`src/rtl/scariv_lsu_pkg.sv`:
```
// rtl/scariv_lsu_pkg.sv - shared LSU types, constants and age-compare helper
//
// Purpose: common definitions for the LSU replay arbiter slice.
//   LSU_*_W            : default field widths of an LSU request
//   LSU_ARB_STARVE_MAX : replay grants in a row (issue pending) before issue is forced
//   lsu_arb_req_t      : request carried through the EX0 register
//   is_younger()       : 1 when (cmt_a, grp_a) is younger than (cmt_b, grp_b)
package scariv_lsu_pkg;

    localparam int LSU_CMT_ID_W       = 6;
    localparam int LSU_GRP_W          = 4;
    localparam int LSU_PAYLOAD_W      = 128;
    localparam int LSU_ARB_STARVE_MAX = 7;

    typedef struct packed {
        logic [LSU_CMT_ID_W-1:0]  cmt_id;
        logic [LSU_GRP_W-1:0]     grp_id;
        logic [LSU_PAYLOAD_W-1:0] payload;
    } lsu_arb_req_t;

    // cmt_id MSB is a wrap bit: with equal wrap bits a larger index is younger,
    // with differing wrap bits the index order is inverted. Within one cmt_id
    // the one-hot grp_id orders the dispatch lanes.
    function automatic logic is_younger(
        input logic [LSU_CMT_ID_W-1:0] cmt_a,
        input logic [LSU_GRP_W-1:0]    grp_a,
        input logic [LSU_CMT_ID_W-1:0] cmt_b,
        input logic [LSU_GRP_W-1:0]    grp_b
    );
        logic                    wrap_eq;
        logic [LSU_CMT_ID_W-2:0] idx_a;
        logic [LSU_CMT_ID_W-2:0] idx_b;
        wrap_eq = (cmt_a[LSU_CMT_ID_W-1] == cmt_b[LSU_CMT_ID_W-1]);
        idx_a   = cmt_a[LSU_CMT_ID_W-2:0];
        idx_b   = cmt_b[LSU_CMT_ID_W-2:0];
        return (wrap_eq && (idx_a > idx_b)) ||
               (!wrap_eq && (idx_a < idx_b)) ||
               ((cmt_a == cmt_b) && (grp_a > grp_b));
    endfunction

endpackage

```
`src/rtl/scariv_lsu_replay_arbiter_if.sv`:
```
// rtl/scariv_lsu_replay_arbiter_if.sv - request/flush/EX0 bundle of the replay arbiter
//
// Purpose: groups every non-clock/reset signal of the arbiter.
//   iss_*   : issue scheduler request channel (valid/ready + cmt_id, grp_id, payload)
//   rpl_*   : replay queue request channel plus rpl_almost_full
//   commit_flush, br_* : flush controls
//   ex0_*   : EX0 register output channel (valid/ready + data + is_replay)
// Modports: slave = arbiter side, master = surrounding pipeline / bench side.
interface scariv_lsu_replay_arbiter_if #(
    parameter int CMT_ID_W  = scariv_lsu_pkg::LSU_CMT_ID_W,
    parameter int GRP_W     = scariv_lsu_pkg::LSU_GRP_W,
    parameter int PAYLOAD_W = scariv_lsu_pkg::LSU_PAYLOAD_W
) ();

    logic                 iss_valid;
    logic                 iss_ready;
    logic [CMT_ID_W-1:0]  iss_cmt_id;
    logic [GRP_W-1:0]     iss_grp_id;
    logic [PAYLOAD_W-1:0] iss_payload;

    logic                 rpl_valid;
    logic                 rpl_ready;
    logic [CMT_ID_W-1:0]  rpl_cmt_id;
    logic [GRP_W-1:0]     rpl_grp_id;
    logic [PAYLOAD_W-1:0] rpl_payload;
    logic                 rpl_almost_full;

    logic                 commit_flush;
    logic                 br_flush;
    logic [CMT_ID_W-1:0]  br_cmt_id;
    logic [GRP_W-1:0]     br_grp_id;

    logic                 ex0_valid;
    logic                 ex0_ready;
    logic [CMT_ID_W-1:0]  ex0_cmt_id;
    logic [GRP_W-1:0]     ex0_grp_id;
    logic [PAYLOAD_W-1:0] ex0_payload;
    logic                 ex0_is_replay;

    modport slave (
        input  iss_valid, iss_cmt_id, iss_grp_id, iss_payload,
        output iss_ready,
        input  rpl_valid, rpl_cmt_id, rpl_grp_id, rpl_payload, rpl_almost_full,
        output rpl_ready,
        input  commit_flush, br_flush, br_cmt_id, br_grp_id,
        output ex0_valid, ex0_cmt_id, ex0_grp_id, ex0_payload, ex0_is_replay,
        input  ex0_ready
    );

    modport master (
        output iss_valid, iss_cmt_id, iss_grp_id, iss_payload,
        input  iss_ready,
        output rpl_valid, rpl_cmt_id, rpl_grp_id, rpl_payload, rpl_almost_full,
        input  rpl_ready,
        output commit_flush, br_flush, br_cmt_id, br_grp_id,
        input  ex0_valid, ex0_cmt_id, ex0_grp_id, ex0_payload, ex0_is_replay,
        output ex0_ready
    );

endinterface

```
`src/rtl/scariv_lsu_arb_stage_reg.sv`:
```
// rtl/scariv_lsu_arb_stage_reg.sv - single-entry valid/ready register with kill
//
// Purpose: holds one request for EX0.
//   i_clk, i_reset_n  : clock, async active-low reset (clears valid and is_replay)
//   i_load_valid      : load i_load_data / i_load_is_replay at the next edge
//   i_ready           : downstream consumes the held entry this cycle
//   i_kill            : held entry is flushed
//   o_valid, o_data, o_is_replay : held entry
// The caller only asserts i_load_valid when the slot is free (empty or
// draining), so a stalled entry is never overwritten here.
module scariv_lsu_arb_stage_reg
    import scariv_lsu_pkg::*;
#(
    parameter type T = lsu_arb_req_t
) (
    input  logic i_clk,
    input  logic i_reset_n,
    input  logic i_load_valid,
    input  T     i_load_data,
    input  logic i_load_is_replay,
    input  logic i_ready,
    input  logic i_kill,
    output logic o_valid,
    output T     o_data,
    output logic o_is_replay
);

    logic valid_q;
    logic valid_d;
    logic is_replay_q;
    logic is_replay_d;
    T     data_q;

    // Load has priority: a drain and a load in the same edge replace the entry.
    always_comb begin
        valid_d     = valid_q;
        is_replay_d = is_replay_q;
        if (i_load_valid) begin
            valid_d     = 1'b1;
            is_replay_d = i_load_is_replay;
        end else if (valid_q && (i_ready || i_kill)) begin
            valid_d     = 1'b0;
        end
    end

    always_ff @(posedge i_clk or negedge i_reset_n) begin
        if (!i_reset_n) begin
            valid_q     <= 1'b0;
            is_replay_q <= 1'b0;
        end else begin
            valid_q     <= valid_d;
            is_replay_q <= is_replay_d;
        end
    end

    // Data contents are don't-care while invalid, so they carry no reset.
    always_ff @(posedge i_clk) begin
        if (i_load_valid) begin
            data_q <= i_load_data;
        end
    end

    assign o_valid     = valid_q;
    assign o_data      = data_q;
    assign o_is_replay = is_replay_q;

endmodule

```
`src/rtl/scariv_lsu_replay_arbiter.sv`:
```
// rtl/scariv_lsu_replay_arbiter.sv - issue vs fast-replay arbiter feeding LSU EX0
//
// Purpose: each cycle picks between the issue scheduler request and the
// replay queue request, registers the winner into the EX0 stage and applies
// commit / branch flushes to both the incoming winner and the held entry.
//   i_clk, i_reset_n : clock, async active-low reset
//   bus (slave)      : issue, replay, flush and EX0 channels
// Replay wins by default; after STARVE_MAX consecutive replay grants with
// issue pending, issue gets one forced grant. Issue is fully blocked while
// the replay queue reports almost full.
module scariv_lsu_replay_arbiter
    import scariv_lsu_pkg::*;
#(
    parameter int CMT_ID_W   = LSU_CMT_ID_W,
    parameter int GRP_W      = LSU_GRP_W,
    parameter int PAYLOAD_W  = LSU_PAYLOAD_W,
    parameter int STARVE_MAX = LSU_ARB_STARVE_MAX
) (
    input  logic                        i_clk,
    input  logic                        i_reset_n,
    scariv_lsu_replay_arbiter_if.slave  bus
);

    localparam int              CNT_W   = $clog2(STARVE_MAX + 1);
    localparam logic [CNT_W-1:0] CNT_MAX = CNT_W'(STARVE_MAX);

    logic [CNT_W-1:0]     cnt_q;
    logic [CNT_W-1:0]     cnt_d;

    logic                 slot_free;
    logic                 force_iss;
    logic                 grant_rpl;
    logic                 grant_iss;

    logic [CMT_ID_W-1:0]  win_cmt_id;
    logic [GRP_W-1:0]     win_grp_id;
    logic [PAYLOAD_W-1:0] win_payload;
    logic                 win_kill;
    logic                 load_valid;
    lsu_arb_req_t         win_req;

    logic                 held_valid;
    logic                 held_is_replay;
    logic                 held_kill;
    lsu_arb_req_t         held_req;

    // ------------------------------------------------------------------
    // Arbitration
    // ------------------------------------------------------------------
    assign slot_free = ~held_valid | bus.ex0_ready;
    assign force_iss = (cnt_q == CNT_MAX) & bus.iss_valid & ~bus.rpl_almost_full;
    assign grant_rpl = slot_free & bus.rpl_valid & ~force_iss;
    assign grant_iss = slot_free & bus.iss_valid & ~bus.rpl_almost_full & ~grant_rpl;

    assign bus.rpl_ready = grant_rpl;
    assign bus.iss_ready = grant_iss;

    // Counts replay grants that left a pending issue request waiting.
    // Saturation (rather than wrap) keeps issue eligible for the forced
    // grant as soon as almost-full drops.
    always_comb begin
        cnt_d = cnt_q;
        if (grant_iss || !bus.iss_valid) begin
            cnt_d = '0;
        end else if (grant_rpl) begin
            cnt_d = (cnt_q == CNT_MAX) ? cnt_q : cnt_q + 1'b1;
        end
    end

    always_ff @(posedge i_clk or negedge i_reset_n) begin
        if (!i_reset_n) begin
            cnt_q <= '0;
        end else begin
            cnt_q <= cnt_d;
        end
    end

    // ------------------------------------------------------------------
    // Winner select and flush
    // ------------------------------------------------------------------
    assign win_cmt_id  = grant_rpl ? bus.rpl_cmt_id  : bus.iss_cmt_id;
    assign win_grp_id  = grant_rpl ? bus.rpl_grp_id  : bus.iss_grp_id;
    assign win_payload = grant_rpl ? bus.rpl_payload : bus.iss_payload;

    assign win_req.cmt_id  = win_cmt_id;
    assign win_req.grp_id  = win_grp_id;
    assign win_req.payload = win_payload;

    // A killed winner is still acknowledged upstream (ready stays high) so
    // the source drops it; it just never reaches EX0.
    assign win_kill   = bus.commit_flush |
                        (bus.br_flush & is_younger(win_cmt_id, win_grp_id,
                                                   bus.br_cmt_id, bus.br_grp_id));
    assign load_valid = (grant_rpl | grant_iss) & ~win_kill;

    assign held_kill  = bus.commit_flush |
                        (bus.br_flush & is_younger(held_req.cmt_id, held_req.grp_id,
                                                   bus.br_cmt_id, bus.br_grp_id));

    // ------------------------------------------------------------------
    // EX0 register
    // ------------------------------------------------------------------
    scariv_lsu_arb_stage_reg #(
        .T (lsu_arb_req_t)
    ) u_stage_reg (
        .i_clk            (i_clk),
        .i_reset_n        (i_reset_n),
        .i_load_valid     (load_valid),
        .i_load_data      (win_req),
        .i_load_is_replay (grant_rpl),
        .i_ready          (bus.ex0_ready),
        .i_kill           (held_kill),
        .o_valid          (held_valid),
        .o_data           (held_req),
        .o_is_replay      (held_is_replay)
    );

    assign bus.ex0_valid     = held_valid;
    assign bus.ex0_cmt_id    = held_req.cmt_id;
    assign bus.ex0_grp_id    = held_req.grp_id;
    assign bus.ex0_payload   = held_req.payload;
    assign bus.ex0_is_replay = held_is_replay;

endmodule

```
`src/flat_wrapper.sv`:
```
// flat-port wrapper written by rule: the top's interface ports become plain ports
module scariv_lsu_replay_arbiter_flat import scariv_lsu_pkg::*;
#(
    parameter int CMT_ID_W   = LSU_CMT_ID_W,
    parameter int GRP_W      = LSU_GRP_W,
    parameter int PAYLOAD_W  = LSU_PAYLOAD_W,
    parameter int STARVE_MAX = LSU_ARB_STARVE_MAX
)
  (i_clk, i_reset_n, bus_iss_valid, bus_iss_cmt_id, bus_iss_grp_id, bus_iss_payload, bus_iss_ready, bus_rpl_valid, bus_rpl_cmt_id, bus_rpl_grp_id, bus_rpl_payload, bus_rpl_almost_full, bus_rpl_ready, bus_commit_flush, bus_br_flush, bus_br_cmt_id, bus_br_grp_id, bus_ex0_valid, bus_ex0_cmt_id, bus_ex0_grp_id, bus_ex0_payload, bus_ex0_is_replay, bus_ex0_ready);
  scariv_lsu_replay_arbiter_if #(.CMT_ID_W(CMT_ID_W), .GRP_W(GRP_W), .PAYLOAD_W(PAYLOAD_W)) bus_i ();
  input  logic i_clk;
  input  logic i_reset_n;
  input wire logic [$bits(bus_i.iss_valid)-1:0] bus_iss_valid;
  input wire logic [$bits(bus_i.iss_cmt_id)-1:0] bus_iss_cmt_id;
  input wire logic [$bits(bus_i.iss_grp_id)-1:0] bus_iss_grp_id;
  input wire logic [$bits(bus_i.iss_payload)-1:0] bus_iss_payload;
  output wire logic [$bits(bus_i.iss_ready)-1:0] bus_iss_ready;
  input wire logic [$bits(bus_i.rpl_valid)-1:0] bus_rpl_valid;
  input wire logic [$bits(bus_i.rpl_cmt_id)-1:0] bus_rpl_cmt_id;
  input wire logic [$bits(bus_i.rpl_grp_id)-1:0] bus_rpl_grp_id;
  input wire logic [$bits(bus_i.rpl_payload)-1:0] bus_rpl_payload;
  input wire logic [$bits(bus_i.rpl_almost_full)-1:0] bus_rpl_almost_full;
  output wire logic [$bits(bus_i.rpl_ready)-1:0] bus_rpl_ready;
  input wire logic [$bits(bus_i.commit_flush)-1:0] bus_commit_flush;
  input wire logic [$bits(bus_i.br_flush)-1:0] bus_br_flush;
  input wire logic [$bits(bus_i.br_cmt_id)-1:0] bus_br_cmt_id;
  input wire logic [$bits(bus_i.br_grp_id)-1:0] bus_br_grp_id;
  output wire logic [$bits(bus_i.ex0_valid)-1:0] bus_ex0_valid;
  output wire logic [$bits(bus_i.ex0_cmt_id)-1:0] bus_ex0_cmt_id;
  output wire logic [$bits(bus_i.ex0_grp_id)-1:0] bus_ex0_grp_id;
  output wire logic [$bits(bus_i.ex0_payload)-1:0] bus_ex0_payload;
  output wire logic [$bits(bus_i.ex0_is_replay)-1:0] bus_ex0_is_replay;
  input wire logic [$bits(bus_i.ex0_ready)-1:0] bus_ex0_ready;
  assign bus_i.iss_valid = bus_iss_valid;
  assign bus_i.iss_cmt_id = bus_iss_cmt_id;
  assign bus_i.iss_grp_id = bus_iss_grp_id;
  assign bus_i.iss_payload = bus_iss_payload;
  assign bus_iss_ready = bus_i.iss_ready;
  assign bus_i.rpl_valid = bus_rpl_valid;
  assign bus_i.rpl_cmt_id = bus_rpl_cmt_id;
  assign bus_i.rpl_grp_id = bus_rpl_grp_id;
  assign bus_i.rpl_payload = bus_rpl_payload;
  assign bus_i.rpl_almost_full = bus_rpl_almost_full;
  assign bus_rpl_ready = bus_i.rpl_ready;
  assign bus_i.commit_flush = bus_commit_flush;
  assign bus_i.br_flush = bus_br_flush;
  assign bus_i.br_cmt_id = bus_br_cmt_id;
  assign bus_i.br_grp_id = bus_br_grp_id;
  assign bus_ex0_valid = bus_i.ex0_valid;
  assign bus_ex0_cmt_id = bus_i.ex0_cmt_id;
  assign bus_ex0_grp_id = bus_i.ex0_grp_id;
  assign bus_ex0_payload = bus_i.ex0_payload;
  assign bus_ex0_is_replay = bus_i.ex0_is_replay;
  assign bus_i.ex0_ready = bus_ex0_ready;
  scariv_lsu_replay_arbiter #(.CMT_ID_W(CMT_ID_W), .GRP_W(GRP_W), .PAYLOAD_W(PAYLOAD_W), .STARVE_MAX(STARVE_MAX)) u_core (.i_clk(i_clk), .i_reset_n(i_reset_n), .bus(bus_i));
endmodule
```
`config.mk`:
```
export PLATFORM = sky130hd
export DESIGN_NAME = scariv_lsu_replay_arbiter_flat
export DESIGN_NICKNAME = d
export VERILOG_FILES = /design/src/rtl/scariv_lsu_pkg.sv /design/src/rtl/scariv_lsu_replay_arbiter_if.sv /design/src/rtl/scariv_lsu_arb_stage_reg.sv /design/src/rtl/scariv_lsu_replay_arbiter.sv /design/src/flat_wrapper.sv
export SDC_FILE = /design/constraint.sdc
export NUM_CORES = 1
export LEC_CHECK = 0
export ABC_AREA = 1
export ABC_CLOCK_PERIOD_IN_PS = 12200
export BUFFER_PORTS_ARGS = -buffer_cell sky130_fd_sc_hd__buf_2
export CORE_AREA = 2 2 169 171
export CTS_BUF_LIST = sky130_fd_sc_hd__clkbuf_4
export CTS_CLUSTER_SIZE = 40
export DETAILED_ROUTE_END_ITERATION = 16
export DIE_AREA = 0 0 171 173
export PLACE_DENSITY = 0.5
export SLEW_MARGIN = 20
export SYNTH_ARGS = -nofsm -noshare
export SYNTH_HDL_FRONTEND = slang
export SYNTH_SLANG_ARGS = --single-unit
```
`constraint.sdc`:
```
create_clock -name i_clk -period 12.2 [get_ports i_clk]
set_input_delay 0.61 -clock i_clk [delete_from_list [all_inputs] [get_ports i_clk]]
set_output_delay 0.61 -clock i_clk [all_outputs]
set_load 0.05 [all_outputs]
```
==> out/qor.csv <==
stage;metric;value;unit
finish;Fillers;2934;
synthesis;area share of xor/xnor cells in the synthesized design;0.00260;
routing;Antenna Nets Post-Route;0;
placed_design;GP Congestion;0.866;
critical_path;CP arrival;6.10;ns
critical_path;cells on worst reg2reg path;21;
critical_path;CP startpoint kind;flip-flop;
clocking;worst skew pair latency;0.53;ns
synthesis;share of the synthesized area in the top cell type;0.616;
synthesis;Seq cells post-synth;143;
finish;sequential cell area;4270;um2
placed_design;HPWL Detailed;17400;um
routing;vias per cell;3.96;
synthesis;largest cells by area after synthesis;edfxtp_1 62%, nand2_1 25%, ha_1 3.7%;
routing;Total Wirelength;22400;um
synthesis;Synth top cells by count;440 x nand2_1, 138 x edfxtp_1, 29 x inv_1;
clocking;clock tree from TritonCTS;done;
critical_path;Reg2Reg Launch Point;u_core.cnt_q[0];
finish;area growth from synthesis to layout;42.1;%
floorplanning;Rows;61;
global_route;vias in the first global route;5896;
clocking;clk sink count;143;
power;switching portion of total power;0.359;
critical_path;Worst Path Max Fanout;78;
power;Worst IR Drop VDD;0.0000604;V
clocking;maximum clock insertion buffer count;2;
critical_path;crit-path max cell delay;0.81;ns
synthesis;yosys warns;0;
routing;1st-iter DRT viols;291;
synthesis;syn_nets;1026;
critical_path;worst setup path endpoint;u_core.u_stage_reg.o_data[124];
routing;DRC;0;
power;Logic pwr share;0.270;
floorplanning;DIE AREA;29600;um2
critical_path;r2r setup slk;6.26;ns
critical_path;CP dominant cell by count;nand2_1;
critical_path;reg2reg end;u_core.u_stage_reg.o_data[124];
synthesis;Syn Area/Cell;9.45;um2
floorplanning;Ports;436;
timing;FMAX;168;MHz
placed_design;dpl ws;6.26;ns
timing;Tightest Pin Transition;0.882;ns
synthesis;Post-Synth Simple-Gate Area;0.273;
global_route;pin count of the biggest net entering global routing;88;
global_route;GRT overflow;0;
routing;first drt pass iteration count;4;
synthesis;largest family of logic cells by synthesized area;simple AND/OR/NAND/NOR gates;
synthesis;most numerous cell in the Yosys netlist;nand2_1;
finish;share of layout cells above drive strength 1;0.419;
synthesis;Post-synth EDFFs;138;
power;Pwr Density;132;nW/um2
synthesis;largest area contributor in the netlist;edfxtp_1;
timing;Tmin final;5.94;ns
timing;Final setup viols;0;
floorplanning;Initial Util;0.244;
synthesis;synthesized cell area;6730;um2
worst_hold_path;Worst Hold Launch;bus_rpl_payload[89];
power;Seq pwr share;0.476;
synthesis;library cells used by synthesis;20;
critical_path;CP cell instances;ha_1, ha_1, nand3_2, nand3_4, inv_4, buf_4, nand2_1, nand2_1, ha_1, nand2_1, inv_1, nand2_1, nand3_1, nand2_1, nand2_1, inv_1, nand2_1, nand3_2, nand2_2, inv_6, buf_4;
clocking;Clock transition at path regs;0.15;ns
clocking;TritonCTS Buffers;17;
global_route;GRT Total Usage;0.146;
clocking;Post-CTS Setup Inserts;0;
timing;RSZ-0062 raised after global routing;false;
synthesis;mux share of post-synthesis cell area;0;
routing;wire per inst;14.6;um
global_route;first-pass GRT wire length;32800;um
timing;clk_skew;0.0337;ns
timing;Final Worst Setup Slack;6.26;ns
timing;period utilization;0.487;
global_route;antenna violations before repair;1;
power;switching power;0.000454;W
critical_path;Crit path required time;12.36;ns
critical_path;WS Path Type;flip-flop to flip-flop;
run;maxcap violations;0;
timing;Final Hold Vio Count;0;
timing;Pins Over Slew Limit;0;
floorplanning;Die W;171;um
critical_path;slowest CP cell;inv_4;
power;Clock power frac;0.254;
timing;setup TNS;0;ns
finish;Post-layout nets;1454;
floorplanning;Die H;173;um
power;cell-internal power;0.000811;W
synthesis;top_reg_cell synth;edfxtp_1;
finish;area taken by multi-input logic gates;2190;um2
worst_hold_path;worst min-delay path class;input port to flip-flop;
placed_design;Port Buffers;435;
power;Leak;4.93;nW
outcome;status;finished clean;
critical_path;launch point of the worst path;u_core.cnt_q[0];
floorplanning;core box area;27600;um2
clocking;H-Tree Depth;4;
synthesis;Mapped Cells;712;
clocking;clk root buf;clkbuf_4;
synthesis;post-synthesis adder-cell area fraction;0.0372;
routing;total number of vias;6063;
synthesis;sequential share of the synthesized area;0.634;
critical_path;Crit. End Element;flip-flop;
timing;Worst slew margin;0.412;
synthesis;Synth Area in Compound Gates;0.0117;
synthesis;ys async rst share;0.0350;
-- final cells by class --
cell class                      count  area share
Multi-Input combinational cell    508       0.229
Tap cell                          378      0.0495
Antenna cell                        1    0.000262
Timing Repair Buffer              439       0.231
Clock buffer                       18      0.0141
Sequential cell                   143       0.446
Clock inverter                     13      0.0162
Inverter                           31      0.0130
-- placed cells by master (no fill, tap or decap), drive strengths merged --
master / n
nand2: 442
buf: 438
edfxtp: 138
inv: 37
ha: 20
clkbuf: 18
nand3: 17
a21oi: 9
nor2: 7
nand4: 5
dfrtp: 5
clkinvlp: 3
o21ai: 3
or2: 2
xor2: 2
clkinv: 2
bufinv: 2
diode: 1
o211ai: 1
dlygate4sd3: 1
-- worst max-delay path: cells and delay by family, from the launching register on --
kind | cells | cell delay, ns
buf+inv | 6 | 2.76
simple gates | 12 | 1.47
flops | 1 | 0.42
fa+ha+maj | 3 | 0.66
-- stage by stage --
step           instances  total power (W)  hold WS [ns]  area [um2]   util
2_1_floorplan        712         0.000844         0.314        6730      -
3_3_place_gp        1498         0.000957         0.439        9260  0.335
3_5_place_dp        1498         0.000959         0.442        9260  0.335
4_1_cts             1530          0.00129         0.257        9560  0.346
5_1_grt             1531          0.00133         0.260        9560  0.346
6_report            1531          0.00126         0.338        9560  0.346
-- worst min path at each step --
stage                                                to  slack, ns  depth (start not counted)
after floorplan                         u_core.cnt_q[0]       0.31                          0
after global placement                  u_core.cnt_q[0]       0.44                          1
after detailed placement                u_core.cnt_q[0]       0.44                          1
after CTS                 u_core.u_stage_reg.o_data[46]       0.26                          3
after global routing      u_core.u_stage_reg.o_data[10]       0.26                          3
final                     u_core.u_stage_reg.o_data[89]       0.34                          3
-- registers in the layout (all words and copies together) (netlist names) --
name and count:
u_core.u_stage_reg.o_data 138, u_core.u_stage_reg.o_is_replay 1, u_core.cnt_q 3, u_core.u_stage_reg.o_valid 1
-- per-layer routing --
| metal | vias up | track usage | part of all wire |
|---|---|---|---|
| met3 | 17 | 0.0380 | 0.073 |
| li1 | 3145 | - | - |
| met4 | 0 | 0.0403 | 0.014 |
| met5 | - | 0 | 0 |
| met2 | 247 | 0.265 | 0.51 |
| met1 | 2654 | 0.168 | 0.41 |
-- what timing repair did --
action,in CTS,in global routing
hold endpoints to repair,5,0
resized for setup,0,0
hold buffers,1,0
-- power groups by stage --
stage	combinational, W	clock, W	sequential, W
finish	0.000341	0.000322	0.000602
global placement	0.000344	0	0.000613
detailed placement	0.000345	0	0.000614
floorplan	0.0000999	0	0.000744
global route	0.000371	0.000355	0.000606
CTS	0.000346	0.000340	0.000603
-- cells by family (layout without fill, tap and decap cells) --
logic type                 after synthesis  after routing
AOI/OAI and AO/OA                       13             13
xor gates and xnor gates                 2              2
adders and majority gates               20             20
buffers and inverters                   61            501
DFF                                    143            143
other                                    0              1
and+or+nand+nor                        473            473
No activity file was read; power rests on OpenSTA's default activity.
